File: config.mk
export PLATFORM = sky130hd
export DESIGN_NAME = wb_stream_master
export DESIGN_NICKNAME = d
export VERILOG_FILES = /design/src/rtl/wb_stream_master.sv
export SDC_FILE = /design/constraint.sdc
export NUM_CORES = 1
export LEC_CHECK = 0
export BUFFER_PORTS_ARGS = -buffer_cell sky130_fd_sc_hd__clkbuf_2
export CAP_MARGIN = 20
export CORE_ASPECT_RATIO = 1.75
export CORE_UTILIZATION = 45
export CTS_BUF_LIST = sky130_fd_sc_hd__clkbuf_4
export DETAILED_ROUTE_END_ITERATION = 10
export MAX_ROUTING_LAYER = met4
export PLACE_DENSITY = 0.81
export SETUP_SLACK_MARGIN = 0.1
export SLEW_MARGIN = 30
export SYNTH_ARGS = -nofsm -noshare
export SYNTH_HDL_FRONTEND = slang
export SYNTH_SLANG_ARGS = --single-unit
export TNS_END_PERCENT = 5
File: constraint.sdc
create_clock -name wb_clk_i -period 2.13 [get_ports wb_clk_i]
set_input_delay 0.3195 -clock wb_clk_i [delete_from_list [all_inputs] [get_ports wb_clk_i]]
set_output_delay 0.3195 -clock wb_clk_i [all_outputs]
set_load 0.02 [all_outputs]
File: src/rtl/wb_stream_master.sv
// rtl/wb_stream_master.sv - byte-stream command decoder driving one single-beat Wishbone classic cycle per packet
// Optional WB_STREAM_MASTER_AUTOINC_EN adds WRITE-NEXT (0x11) / READ-NEXT (0x12) commands.
module wb_stream_master #(
    parameter int AW      = 30,
    parameter int DW      = 32,
    parameter int TIMEOUT = 255
) (
    input  logic          wb_clk_i,
    input  logic          wb_reset_ni,
    input  logic [7:0]    rx_data_i,
    input  logic          rx_valid_i,
    output logic          rx_ready_o,
    output logic [7:0]    tx_data_o,
    output logic          tx_valid_o,
    input  logic          tx_ready_i,
    output logic          wb_cyc_o,
    output logic          wb_stb_o,
    output logic          wb_we_o,
    output logic [AW-1:0] wb_adr_o,
    output logic [DW-1:0] wb_dat_o,
    output logic [3:0]    wb_sel_o,
    input  logic [DW-1:0] wb_dat_i,
    input  logic          wb_ack_i,
    input  logic          wb_err_i,
    output logic          busy_o
);
    typedef enum logic [2:0] {S_IDLE, S_ADDR, S_WDATA, S_BUS, S_RESP} state_t;

    state_t        r_state, w_next;
    logic [1:0]    r_cnt;
    logic [23:0]   r_shift;
    logic          r_we;
    logic [AW-1:0] r_adr;
    logic [DW-1:0] r_dat;
    logic [DW-1:0] r_rdata;
    logic [7:0]    r_code;
    logic [2:0]    r_tx_idx;
    logic [2:0]    r_tx_last;
    logic [15:0]   r_timer;
`ifdef WB_STREAM_MASTER_AUTOINC_EN
    logic          r_adr_vld;
`endif
    logic          w_rx_fire;
    logic          w_tx_fire;
    logic          w_term;
    logic [7:0]    w_tx_data;

    assign rx_ready_o = (r_state == S_IDLE) || (r_state == S_ADDR) || (r_state == S_WDATA);
    assign tx_valid_o = (r_state == S_RESP);
    assign tx_data_o  = w_tx_data;
    assign wb_cyc_o   = (r_state == S_BUS);
    assign wb_stb_o   = wb_cyc_o;
    assign wb_we_o    = wb_cyc_o & r_we;
    assign wb_sel_o   = wb_cyc_o ? 4'hF : 4'h0;
    assign wb_adr_o   = r_adr;
    assign wb_dat_o   = r_dat;
    assign busy_o     = (r_state != S_IDLE);
    assign w_rx_fire  = rx_valid_i & rx_ready_o;
    assign w_tx_fire  = tx_valid_o & tx_ready_i;
    assign w_term     = wb_err_i | wb_ack_i | (r_timer == 16'd0);

    always_comb begin
        w_next = r_state;
        case (r_state)
            S_IDLE: if (w_rx_fire) begin
                case (rx_data_i)
                    8'h01, 8'h02: w_next = S_ADDR;
`ifdef WB_STREAM_MASTER_AUTOINC_EN
                    8'h11:        w_next = S_WDATA;
                    8'h12:        w_next = S_BUS;
`endif
                    default:      w_next = S_RESP;
                endcase
            end
            S_ADDR:  if (w_rx_fire && r_cnt == 2'd3) w_next = r_we ? S_WDATA : S_BUS;
            S_WDATA: if (w_rx_fire && r_cnt == 2'd3) w_next = S_BUS;
            S_BUS:   if (w_term) w_next = S_RESP;
            S_RESP:  if (w_tx_fire && r_tx_idx == r_tx_last) w_next = S_IDLE;
            default: w_next = S_IDLE;
        endcase
    end

    always_comb begin
        w_tx_data = 8'h00;
        if (r_state == S_RESP) begin
            case (r_tx_idx)
                3'd0:    w_tx_data = r_code;
                3'd1:    w_tx_data = r_rdata[31:24];
                3'd2:    w_tx_data = r_rdata[23:16];
                3'd3:    w_tx_data = r_rdata[15:8];
                default: w_tx_data = r_rdata[7:0];
            endcase
        end
    end

    always_ff @(posedge wb_clk_i or negedge wb_reset_ni) begin
        if (!wb_reset_ni) begin
            r_state <= S_IDLE;
        end else begin
            r_state <= w_next;
        end
    end

    always_ff @(posedge wb_clk_i or negedge wb_reset_ni) begin
        if (!wb_reset_ni) begin
            r_cnt     <= 2'd0;
            r_shift   <= 24'd0;
            r_we      <= 1'b0;
            r_adr     <= '0;
            r_dat     <= '0;
            r_rdata   <= '0;
            r_code    <= 8'h00;
            r_tx_idx  <= 3'd0;
            r_tx_last <= 3'd0;
            r_timer   <= 16'd0;
`ifdef WB_STREAM_MASTER_AUTOINC_EN
            r_adr_vld <= 1'b0;
`endif
        end else begin
            if (w_next == S_BUS && r_state != S_BUS) begin
                r_timer <= 16'(TIMEOUT);
            end
            case (r_state)
                S_IDLE: if (w_rx_fire) begin
                    r_cnt     <= 2'd0;
                    r_we      <= (rx_data_i == 8'h01) || (rx_data_i == 8'h11);
                    r_code    <= 8'hEF;
                    r_tx_idx  <= 3'd0;
                    r_tx_last <= 3'd0;
`ifdef WB_STREAM_MASTER_AUTOINC_EN
                    // Until an addressed command has run, the "next" address is 0
                    if (rx_data_i == 8'h11 || rx_data_i == 8'h12) begin
                        r_adr     <= r_adr_vld ? r_adr + AW'(1) : '0;
                        r_adr_vld <= 1'b1;
                    end
`endif
                end
                S_ADDR: if (w_rx_fire) begin
                    r_shift <= {r_shift[15:0], rx_data_i};
                    r_cnt   <= r_cnt + 2'd1;
                    if (r_cnt == 2'd3) begin
                        r_adr <= AW'({r_shift, rx_data_i[7:2]});
`ifdef WB_STREAM_MASTER_AUTOINC_EN
                        r_adr_vld <= 1'b1;
`endif
                    end
                end
                S_WDATA: if (w_rx_fire) begin
                    r_shift <= {r_shift[15:0], rx_data_i};
                    r_cnt   <= r_cnt + 2'd1;
                    if (r_cnt == 2'd3) r_dat <= {r_shift, rx_data_i};
                end
                S_BUS: begin
                    r_tx_idx  <= 3'd0;
                    r_tx_last <= 3'd0;
                    if (wb_err_i) begin
                        r_code <= r_we ? 8'hE1 : 8'hE2;
                    end else if (wb_ack_i) begin
                        r_code <= r_we ? 8'h81 : 8'h82;
                        if (!r_we) begin
                            r_rdata   <= wb_dat_i;
                            r_tx_last <= 3'd4;
                        end
                    end else if (r_timer == 16'd0) begin
                        r_code <= 8'hEE;
                    end else begin
                        r_timer <= r_timer - 16'd1;
                    end
                end
                S_RESP: if (w_tx_fire) r_tx_idx <= r_tx_idx + 3'd1;
                default: ;
            endcase
        end
    end
endmodule

==> results of run 1 <==
==> Yosys cell counts (3+ instances only) <==
library cell / count / area, µm²
sky130_fd_sc_hd__a22o_1: 3 / 26.3
sky130_fd_sc_hd__a221oi_1: 7 / 61.3
sky130_fd_sc_hd__or3_1: 8 / 50.1
sky130_fd_sc_hd__nand2_1: 21 / 78.8
sky130_fd_sc_hd__nand3_1: 6 / 30.0
sky130_fd_sc_hd__ha_1: 7 / 87.6
sky130_fd_sc_hd__a21o_1: 4 / 30.0
sky130_fd_sc_hd__nor2_1: 31 / 116
sky130_fd_sc_hd__and2_1: 3 / 18.8
sky130_fd_sc_hd__nand2b_1: 4 / 25.0
sky130_fd_sc_hd__and3_1: 4 / 25.0
sky130_fd_sc_hd__a31oi_1: 5 / 31.3
sky130_fd_sc_hd__buf_4: 5 / 37.5
sky130_fd_sc_hd__clkbuf_1: 14 / 52.6
sky130_fd_sc_hd__o21ai_0: 10 / 50.1
sky130_fd_sc_hd__o31ai_1: 6 / 45.0
sky130_fd_sc_hd__a222oi_1: 8 / 80.1
sky130_fd_sc_hd__mux2_2: 118 / 1330
sky130_fd_sc_hd__dfrtp_1: 149 / 3730
sky130_fd_sc_hd__inv_1: 8 / 30.0
sky130_fd_sc_hd__a211o_1: 3 / 26.3
sky130_fd_sc_hd__nor3_1: 22 / 110
sky130_fd_sc_hd__buf_2: 7 / 35.0
sky130_fd_sc_hd__a21oi_1: 10 / 50.1
==> placed cells by master, fill, tap and decap left out, types with 6 or more instances in the layout <==
| cell type | n |
|---|---|
| sky130_fd_sc_hd__nor3_1 | 20 |
| sky130_fd_sc_hd__o31ai_1 | 6 |
| sky130_fd_sc_hd__mux2_2 | 118 |
| sky130_fd_sc_hd__a21oi_1 | 8 |
| sky130_fd_sc_hd__clkbuf_4 | 21 |
| sky130_fd_sc_hd__buf_4 | 23 |
| sky130_fd_sc_hd__nor2_2 | 9 |
| sky130_fd_sc_hd__clkbuf_2 | 109 |
| sky130_fd_sc_hd__o21ai_0 | 8 |
| sky130_fd_sc_hd__dfrtp_1 | 145 |
| sky130_fd_sc_hd__dlygate4sd3_1 | 30 |
| sky130_fd_sc_hd__a221oi_2 | 7 |
| sky130_fd_sc_hd__nand3_1 | 6 |
| sky130_fd_sc_hd__or3_1 | 7 |
| sky130_fd_sc_hd__nand2_1 | 20 |
| sky130_fd_sc_hd__buf_6 | 8 |
| sky130_fd_sc_hd__nor2_1 | 22 |
| sky130_fd_sc_hd__a222oi_1 | 8 |
==> where the power goes <==
| group | total (W) | switching (W) | leakage, nW | internal [W] |
|---|---|---|---|---|
| clock network | 0.00188 | 0.00104 | 0.162 | 0.000841 |
| registers | 0.00301 | 0.0000900 | 2.01 | 0.00292 |
| logic | 0.00180 | 0.00101 | 2.05 | 0.000793 |
==> per-layer routing <==
| layer | global-route usage (%) | up-vias | part of all wire [%] |
|---|---|---|---|
| li1 | - | 2148 | - |
| met1 | 23.2 | 2393 | 36 |
| met2 | 40.4 | 169 | 56 |
| met3 | 3.87 | 47 | 4.0 |
| met4 | 10.7 | 0 | 3.7 |
| met5 | - | - | 0 |
==> critical path, stage by stage, from the launching register on <==
cell and delay (ns):
sky130_fd_sc_hd__dfrtp_2 0.45, sky130_fd_sc_hd__inv_4 0.07, sky130_fd_sc_hd__ha_4 0.17, sky130_fd_sc_hd__or3_4 0.40, sky130_fd_sc_hd__a21oi_4 0.22, sky130_fd_sc_hd__buf_12 0.16
sky130_fd_sc_hd__a221oi_2 0.07, sky130_fd_sc_hd__nor2_2 0.12, sky130_fd_sc_hd__clkbuf_8 0.16
==> kinds of logic after synthesis <==
kind of cell	after synthesis	synth area share, %
muxes	120	21.1
AOI/OAI and AO/OA	65	7.55
DFF	149	58.4
adders and majority gates	7	1.37
and+or+nand+nor	112	8.80
xor gates and xnor gates	2	0.274
buffers and inverters	35	2.49
==> registers in the layout, indices dropped and copies added (netlist names) <==
| signal | flops |
|---|---|
| wb_dat_o | 32 |
| r_tx_last | 1 |
| r_tx_idx | 3 |
| r_timer | 16 |
| r_we | 1 |
| r_code | 5 |
| r_cnt | 2 |
| r_rdata | 32 |
| r_state | 3 |
| wb_adr_o | 30 |
| r_shift | 24 |
==> stage by stage <==
step                instance area (µm²)  utilization (%)
finish                             8240             59.6
global placement                   7410             53.6
floorplan                          6430                -
CTS                                8080             58.4
detailed placement                 7410             53.6
global route                       8240             59.6
==> worst max-delay path by stage <==
stage / from / end / cells past startpoint
global route: r_tx_idx[0] / tx_data_o[6] / 7
floorplan: r_tx_idx[0] / tx_data_o[4] / 7
global placement: r_tx_idx[0] / tx_data_o[4] / 7
finish: r_tx_idx[0] / tx_data_o[2] / 8
detailed placement: r_tx_idx[0] / tx_data_o[2] / 8
CTS: r_tx_idx[0] / tx_data_o[4] / 7
==> cell type report <==
type / instances / area (µm²)
Fill cell: 1052 / 5590
Clock buffer: 18 / 135
Tap cell: 177 / 221
Timing Repair Buffer: 185 / 1280
Clock inverter: 13 / 171
Antenna cell: 1 / 2.50
Sequential cell: 149 / 3730
Inverter: 8 / 32.5
Multi-Input combinational cell: 306 / 2660
==> timing repair <==
| item | in CTS | in global routing |
|---|---|---|
| hold endpoints to repair | 66 | 1 |
| hold buffers | 29 | 1 |
| setup endpoints to repair | 21 | 34 |
| pin swaps | 6 | 13 |
| buffers inserted | 0 | 3 |
| gates resized for setup | 22 | 41 |
==> flow_summary.toml, run 1 <==
[grt]
overflow = 0
antenna_violations_before_repair = 1
first_pass_grt_wire_length_um = 25000
vias_in_the_first_global_route = 5040
grt_util_all_layers_pct = 22.4
pin_count_of_the_biggest_net_entering_global_routing = 58

[floorplan]
floorplan.io_pins = 126
core-area_um2 = 13800
initial_utilization_pct = 46.1
core.rowCount = 57
floorplan.die.height_um = 160
die-width_um = 92.0
die-area_um2 = 14700

[job]
max_cap_violations = 0

[place]
hpwl_um = 10400
dp_worst_setup_slack_ns = 0.0101
port_buffers = 125
placed_cells_incl_taps = 792
gpl.final_weighted_congestion = 0.860

[run_status]
outcome = "finished with violations"
failing_checks = "negative setup slack"

[sta]
report.final.slew_viol_count = 0
min_period_over_period_pct = 125
slew_headroom_pct = 67.4
grt_setup_unrepaired = "yes"
final_critical_path_setup_slack_ns = -0.538
fin_hold_ws_ns = 0.0364
clock-skew-final_ns = 0.0295
achievable-frequency_ghz = 0.375
hold_viol = 0
setup-violations-final = 8
period_minus_slack_ns = 2.67
timing.setup.tns_ns = -4.08
worst_slew_pin_slew_ns = 0.485

[clock_network]
cts_buffer_depth = 2
cts.root.buffer_cell = "sky130_fd_sc_hd__clkbuf_4"
tritoncts = "yes"
clkSinkCount = 149
path_clk_slew_ns = 0.12
clock_latency_ns = 0.55
cts_buffers = 17
h_tree_lvls = 4

[hold_path]
worstHoldPathType = "in -> reg"
worstHoldPathCells = 2
min_to = "r_rdata[29]"
hp-start = "wb_dat_i[29]"

[layout]
design.final.nets = 720
post_route_cells_drive_above_1_share_pct = 51.1
flow.area_growth_from_synthesis_pct = 29.1
finalNonFillerCells = 857

[logic_synthesis]
yosys.cell_types.count = 44
flip_flop_and_latch_count_after_synthesis = 149
syn_area_um2 = 6380
synth_enable_flop_cells = 0
yosysSeqAreaShare_pct = 58.4
synth-async-reset-ratio_pct = 100
avgSynthCellArea_um2 = 13.0
synth_nets = 543
ys.warnings.count = 0
primary_flip_flop_cell_chosen_by_synthesis_mapping = "sky130_fd_sc_hd__dfrtp_1"
netlist_instances = 490

[critical_path]
worst_setup_path_start_kind = "flop"
timing.reg2reg.worst_path_depth = 5
r2r_end = "r_timer[13]"
critical_path.max_fanout = 6
worst_ep_arrival_time_ns = 2.35
worst_r2r_startpoint = "r_timer[0]"
setup.worst_path.end_class = "output port"
worst-setup-path-type = "reg -> out"
regToRegSetupSlack_ns = 0.07
worst_ep_required_time_ns = 1.81

[pwr]
power.total_w = 0.00669
ir_drop_mv = 0.390
power-per-cell-area_nw_per_um2 = 811
power_leakage_nw = 4.23

[drt]
wl_um = 15800
drt-vias-per-instance = 5.55
antenna_left = 0
vias = 4757
dr.pass1.iters = 6
routed_wire_length_per_instance_um = 18.5
drt_iter0_drc = 261
drcViolationCount = 0
Note: power is estimated with default switching activity, not from simulation.
==> run 2, diff against run 1 <==
ABC_AREA = 1   (was unset)
==> run 2 against run 1 <==
  * The flow still finishes with violations (negative setup slack)
  * Synthesized area increased by 2.9%
  * Total power decreased by 4.7%
  * Hold slack about the same
  * Wire length decreased by 2.4%
  * Design area increased by 0.94%
  * First-iteration DRC count decreased by 14%
  * Synthesized cell count increased by 38%
  * Non-clock buffer count decreased by 6
  * Critical path depth decreased by 1
==> flow_summary.toml, run 2 <==
[run_status]
outcome = "finished with violations"
failing_checks = "negative setup slack"

[sta]
final_critical_path_setup_slack_ns = -0.405
hold_viol = 0
timing.setup.tns_ns = -2.78
report.final.slew_viol_count = 0
setup-violations-final = 8
grt_setup_unrepaired = "yes"
slew_headroom_pct = 71.8
clock-skew-final_ns = 0.0233
fin_hold_ws_ns = 0.0360
min_period_over_period_pct = 119
achievable-frequency_ghz = 0.395
period_minus_slack_ns = 2.53
worst_slew_pin_slew_ns = 0.422

[drt]
drt-vias-per-instance = 4.97
routed_wire_length_per_instance_um = 14.9
highest_layer = "met4"
vias = 5153
dr.pass1.iters = 5
met2RoutedLength_um = 8230
wl_um = 15400
detailroute.wirelength.met3_um = 486
antenna_left = 0
drt_iter0_drc = 225
drcViolationCount = 0
detail_route.wirelength.met1_um = 6260

[logic_synthesis]
synthMostInstantiatedCell = "sky130_fd_sc_hd__nand2_1"
flip_flop_and_latch_count_after_synthesis = 149
netlist_instances = 675
synth_enable_flop_cells = 0
primary_flip_flop_cell_chosen_by_synthesis_mapping = "sky130_fd_sc_hd__dfrtp_1"
yosysSeqAreaShare_pct = 56.8
synth_largest_area_cell = "sky130_fd_sc_hd__dfrtp_1"
syn_area_um2 = 6570
ys.warnings.count = 0
avgSynthCellArea_um2 = 9.73
yosys-top-cells-count = "sky130_fd_sc_hd__nand2_1, sky130_fd_sc_hd__dfrtp_1, sky130_fd_sc_hd__o21ai_0, sky130_fd_sc_hd__inv_1, sky130_fd_sc_hd__nor2_1"
synth-async-reset-ratio_pct = 100
yosys.cell_types.count = 40
netlist_top_cells_area = "sky130_fd_sc_hd__dfrtp_1, sky130_fd_sc_hd__nand2_1, sky130_fd_sc_hd__o21ai_0, sky130_fd_sc_hd__mux2_4, sky130_fd_sc_hd__inv_1"
synth_nets = 728
netlist.area_leader.share_pct = 56.8

[clock_network]
clkSinkCount = 149
path_clk_slew_ns = 0.13
clock_latency_ns = 0.55
tritoncts = "yes"
cts.root.buffer_cell = "sky130_fd_sc_hd__clkbuf_4"
cts_buffers = 17
cts_buffer_depth = 2
h_tree_lvls = 4

[pwr]
power-per-cell-area_nw_per_um2 = 766
power_leakage_nw = 4.22
ir_drop_mv = 0.460

[critical_path]
critical_path.cell_chain = "buf_4 -> ha_2 -> nand2_4 -> clkinvlp_4 -> a221oi_2 -> a21oi_1 -> buf_4"
setup.worst_path.end_class = "output port"
worst_setup_path_start_kind = "flop"
worst-setup-path-type = "reg -> out"
path_delay_family = "buffers and inverters"
worst_ep_required_time_ns = 1.81
critical_path.max_fanout = 7
critical_path.n_buffers_inverters = 3
crit_path_frequent_cell = "sky130_fd_sc_hd__buf_4"
worst_path_largest_cell_delay_ns = 0.44
worst_path_max_delay_cell = "sky130_fd_sc_hd__dfrtp_1"
worst_ep_arrival_time_ns = 2.22

[grt]
overflow = 0
grt_util_all_layers_pct = 21.6
vias_in_the_first_global_route = 5214
pin_count_of_the_biggest_net_entering_global_routing = 70
first_pass_grt_wire_length_um = 24500
antenna_violations_before_repair = 1

[place]
place_area_um2 = 7460
gpl.final_weighted_congestion = 0.842
hpwl_um = 10000
placed_cells_incl_taps = 964
dp_worst_setup_slack_ns = 0.0980
port_buffers = 125

[floorplan]
floorplan.io_pins = 126
die-width_um = 93.3
die-area_um2 = 15100
core-area_um2 = 14300
initial_utilization_pct = 46.0
core.rowCount = 58
floorplan.die.height_um = 162

[layout]
finalInstanceArea_um2 = 8320
layout.cells.most_common = "sky130_fd_sc_hd__nand2_1"
finalNonFillerCells = 1037
flow.area_growth_from_synthesis_pct = 26.7
num-fill-cells = 1160
design.final.nets = 896
layout.cells.most_common_list = "sky130_fd_sc_hd__nand2_1, sky130_fd_sc_hd__dfrtp_1, sky130_fd_sc_hd__clkbuf_2, sky130_fd_sc_hd__o21ai_0, sky130_fd_sc_hd__inv_1"
post_route_cells_drive_above_1_share_pct = 31.1

[hold_path]
worstHoldPathType = "in -> reg"

[job]
max_cap_violations = 0
==> run 2: cell count changes in the layout (fill, tap and decap cells not counted), moves of 10 or more <==
cell / change
sky130_fd_sc_hd__a21oi_2: +10
sky130_fd_sc_hd__o21ai_0: +79
sky130_fd_sc_hd__nor2_1: +11
sky130_fd_sc_hd__mux2_2: -113
sky130_fd_sc_hd__mux2_4: +25
sky130_fd_sc_hd__inv_1: +60
sky130_fd_sc_hd__o21ai_1: +10
sky130_fd_sc_hd__nand2_2: +10
sky130_fd_sc_hd__nand2_1: +143
sky130_fd_sc_hd__xor2_1: +10
sky130_fd_sc_hd__nor3_1: -19
==> run 2: final cells by class <==
class	instances	area, µm²	area share [%]
antenna	1	2.50	0.0301
clock buffer	17	128	1.53
clock inverter	15	190	2.29
inverter	72	275	3.31
multi-input combinational	424	2510	30.1
sequential	149	3730	44.8
tap	180	225	2.71
timing repair buffer	179	1260	15.2
==> run 2: repair_timing <==
action | 4_1_cts | 5_1_grt
setup buffers | 6 | 2
hold endpoints to repair | 87 | 0
hold buffers | 32 | 0
resized for setup | 25 | 34
pin swaps | 4 | 8
setup endpoints to repair | 9 | 9
==> run 2: layer usage <==
layer  vias up  global-route usage [%]
li1       2512                       -
met1      2467                    24.4
met2       139                    36.6
met3        35                    3.42
met4         0                    10.8
met5         -                       -
==> run 2: through the flow <==
stage / power [W] / util, %
2_1_floorplan: 0.00358 / -
3_3_place_gp: 0.00401 / 52.2
3_5_place_dp: 0.00403 / 52.2
4_1_cts: 0.00618 / 57.5
5_1_grt: 0.00663 / 58.2
6_report: 0.00638 / 58.2
==> run 2: kinds of logic after synthesis <==
family                     Yosys count  share of synthesized area, %
DFF                                149                          56.8
AOI/OAI and AO/OA                  137                          11.5
xor gates and xnor gates            12                          1.60
buffers and inverters              102                          6.76
muxes                               30                          6.57
adders and majority gates            7                          1.33
and+or+nand+nor                    238                          15.5
==> run 2: worst paths after layout <==
| path | start | endpoint | slack, ns | depth (start not counted) |
|---|---|---|---|---|
| setup / recovery | r_tx_idx[0] | tx_data_o[1] | -0.40 | 7 |
| hold / removal | wb_dat_i[22] | r_rdata[22] | 0.04 | 3 |
| setup reg to reg | r_state[2] | r_rdata[10] | 0.32 | 8 |
| hold reg to reg | r_timer[10] | r_timer[10] | 0.49 | 2 |
| max in group asynchronous | wb_reset_ni | wb_dat_o[22] | 1.22 | 3 |
| min in group asynchronous | wb_reset_ni | r_rdata[4] | 0.22 | 2 |
==> run 2: where the power goes <==
part | internal (W) | leakage, nW | switching, W
clock | 0.000845 | 0.168 | 0.00110
sequential | 0.00287 | 2.00 | 0.0000410
combinational | 0.000632 | 2.05 | 0.000887
==> run 2: worst reg2reg max path, stage by stage (launching register included) <==
cell and delay [ns]:
sky130_fd_sc_hd__dfrtp_1 0.45, sky130_fd_sc_hd__inv_2 0.14, sky130_fd_sc_hd__nand3_4 0.11, sky130_fd_sc_hd__clkinv_2 0.14, sky130_fd_sc_hd__nand2_2 0.08, sky130_fd_sc_hd__nor2_4 0.12
sky130_fd_sc_hd__nand2_4 0.16, sky130_fd_sc_hd__buf_12 0.21, sky130_fd_sc_hd__mux2_4 0.30
==> run 3, diff against run 2 <==
REMOVE_ABC_BUFFERS = 1   (was unset)
==> run 3 against run 2 <==
  * The flow still finishes with violations (negative setup slack)
  * Sequential power about the same
  * Wire length up 1.3%
  * Critical path depth unchanged
  * Final cell count unchanged
  * Register-to-register slack worse by 0.12 ns
  * Global-route usage down 0.64 points
  * Total power down 2.7%
  * Via count up 2.3%
  * Utilization down 0.47 points
  * Largest power group unchanged
  * Critical path type unchanged
==> flow_summary.toml, run 3 (synthesis results as in run 2) <==
[pwr]
pwr-share-comb_pct = 24.6
power-per-cell-area_nw_per_um2 = 751
internal_power_summed_over_all_cells_w = 0.00411
power.clock.fraction_pct = 28.2
ir_drop_mv = 0.729
switchingPower_w = 0.00209
power_leakage_nw = 4.19
power_switching_share_pct = 33.7
p_seq_share_pct = 47.2

[critical_path]
timing.reg2reg.worst_path_depth = 7
worst_ep_arrival_time_ns = 2.23
critical_path_origin = "r_tx_idx[1]"
worst-setup-path-type = "reg -> out"
worst_ep_required_time_ns = 1.81
critical_path.max_fanout = 7
worst_setup_path_start_kind = "flop"
setup.worst_path.end_class = "output port"
worst_r2r_startpoint = "r_state[2]"
regToRegSetupSlack_ns = 0.20

[grt]
pin_count_of_the_biggest_net_entering_global_routing = 65
first_pass_grt_wire_length_um = 24100
vias_in_the_first_global_route = 5131
overflow = 0
grt_util_all_layers_pct = 20.9
antenna_violations_before_repair = 1

[clock_network]
cts_buffers = 17
path_clk_slew_ns = 0.15
cts_buffer_depth = 2
h_tree_lvls = 4
tritoncts = "yes"
clkSinkCount = 149
clock_latency_ns = 0.53
cts.root.buffer_cell = "sky130_fd_sc_hd__clkbuf_4"

[floorplan]
floorplan.io_pins = 126
floorplan.die.height_um = 162
core-area_um2 = 14300
core.rowCount = 58
die-area_um2 = 15100
initial_utilization_pct = 46.0
die-width_um = 93.3

[drt]
vias = 5271
dr.pass1.iters = 8
routed_wire_length_per_instance_um = 15.1
wl_um = 15700
detail_route.wirelength.met1_um = 6110
drt-vias-per-instance = 5.08
antenna_left = 0
detailroute.wirelength.met3_um = 686
met2RoutedLength_um = 8360
drt_iter0_drc = 438
highest_layer = "met4"
drcViolationCount = 0

[hold_path]
worstHoldPathCells = 2
hp-start = "wb_dat_i[10]"
worstHoldPathType = "in -> reg"

[sta]
hold_viol = 0
clock-skew-final_ns = 0.0211
grt_setup_unrepaired = "yes"
min_period_over_period_pct = 120
setup-violations-final = 8
worst_slew_pin_slew_ns = 0.596
period_minus_slack_ns = 2.55
final_critical_path_setup_slack_ns = -0.420
slew_headroom_pct = 60.3
fin_hold_ws_ns = 0.0406
report.final.slew_viol_count = 0
achievable-frequency_ghz = 0.392
timing.setup.tns_ns = -2.86

[layout]
layout.cells.most_common = "sky130_fd_sc_hd__nand2_1"
layout.cells.most_common_list = "sky130_fd_sc_hd__nand2_1, sky130_fd_sc_hd__dfrtp_1, sky130_fd_sc_hd__clkbuf_2, sky130_fd_sc_hd__o21ai_0, sky130_fd_sc_hd__inv_1"
finalNonFillerCells = 1037
design.final.nets = 896
finalInstanceArea_um2 = 8250
final_core_utilization_pct = 57.7
flow.area_growth_from_synthesis_pct = 25.6
post_route_cells_drive_above_1_share_pct = 31.1

[place]
placed_cells_incl_taps = 967
place_area_um2 = 7450
port_buffers = 125
hpwl_um = 10100
gpl.final_weighted_congestion = 0.912

[run_status]
outcome = "finished with violations"
failing_checks = "negative setup slack"

[job]
max_cap_violations = 0
-- run 3: changes by cell type in the layout (fill, tap and decap cells not counted), moves of 2 or more --
cell | before | now
sky130_fd_sc_hd__nand2_1 | 163 | 166
sky130_fd_sc_hd__buf_12 | 7 | 5
sky130_fd_sc_hd__bufinv_16 | 3 | 1
sky130_fd_sc_hd__clkbuf_4 | 17 | 19
sky130_fd_sc_hd__clkinvlp_4 | 3 | 1
sky130_fd_sc_hd__dfrtp_1 | 147 | 145
sky130_fd_sc_hd__dfrtp_2 | 2 | 4
sky130_fd_sc_hd__nand2_2 | 10 | 8
sky130_fd_sc_hd__o21ai_0 | 87 | 89
sky130_fd_sc_hd__o21ai_1 | 12 | 10
-- run 3: metal layers --
layer | up-vias | GRT usage (%)
met2 | 191 | 35.8
li1 | 2510 | -
met1 | 2528 | 23.6
met4 | 0 | 9.65
met3 | 42 | 3.70
met5 | - | -
-- run 3: what timing repair did --
item | 4_1_cts | 5_1_grt
hold endpoints to repair | 81 | 3
buffers inserted | 2 | 3
endpoints found under the setup margin | 9 | 9
pin swaps | 10 | 4
resized for setup | 35 | 19
hold buffers | 29 | 3
-- run 3: layout make-up --
cell class,instances,area (µm²)
repair buffers,179,1240
inverters,72,275
diodes,1,2.50
clock inverters,15,144
clock buffers,17,128
well taps,180,225
flip-flops and latches,149,3730
multi-input cells,424,2510
fillers,1191,6040
-- run 3: metrics by stage --
stage | total power (W) | setup WS (ns)
finish | 0.00620 | -0.420
detailed placement | 0.00406 | 0.0857
global placement | 0.00405 | 0.142
global route | 0.00647 | -0.645
floorplan | 0.00358 | -0.436
CTS | 0.00603 | -0.342
-- run 3: power groups by stage --
stage | Combinational [W] | Clock (W) | Sequential, W
4_1_cts | 0.00134 | 0.00178 | 0.00291
6_report | 0.00152 | 0.00175 | 0.00293
3_3_place_gp | 0.00108 | 0 | 0.00296
2_1_floorplan | 0.000620 | 0 | 0.00296
5_1_grt | 0.00162 | 0.00192 | 0.00293
3_5_place_dp | 0.00110 | 0 | 0.00297
-- run 3: worst paths after layout --
check / end
worst max-delay path: tx_data_o[7]
worst min-delay path: r_rdata[10]
worst max register to register: r_rdata[25]
worst min register to register: r_code[7]
max in group asynchronous: r_tx_idx[0]
min in group asynchronous: r_rdata[0]
-- run 3: worst max-delay path: stages (launching register included) --
cell and delay, ns:
sky130_fd_sc_hd__dfrtp_2 0.45, sky130_fd_sc_hd__inv_2 0.07, sky130_fd_sc_hd__ha_2 0.17, sky130_fd_sc_hd__nand2_2 0.10
sky130_fd_sc_hd__clkinvlp_4 0.21, sky130_fd_sc_hd__a221oi_1 0.39, sky130_fd_sc_hd__a21oi_1 0.13, sky130_fd_sc_hd__clkbuf_4 0.18
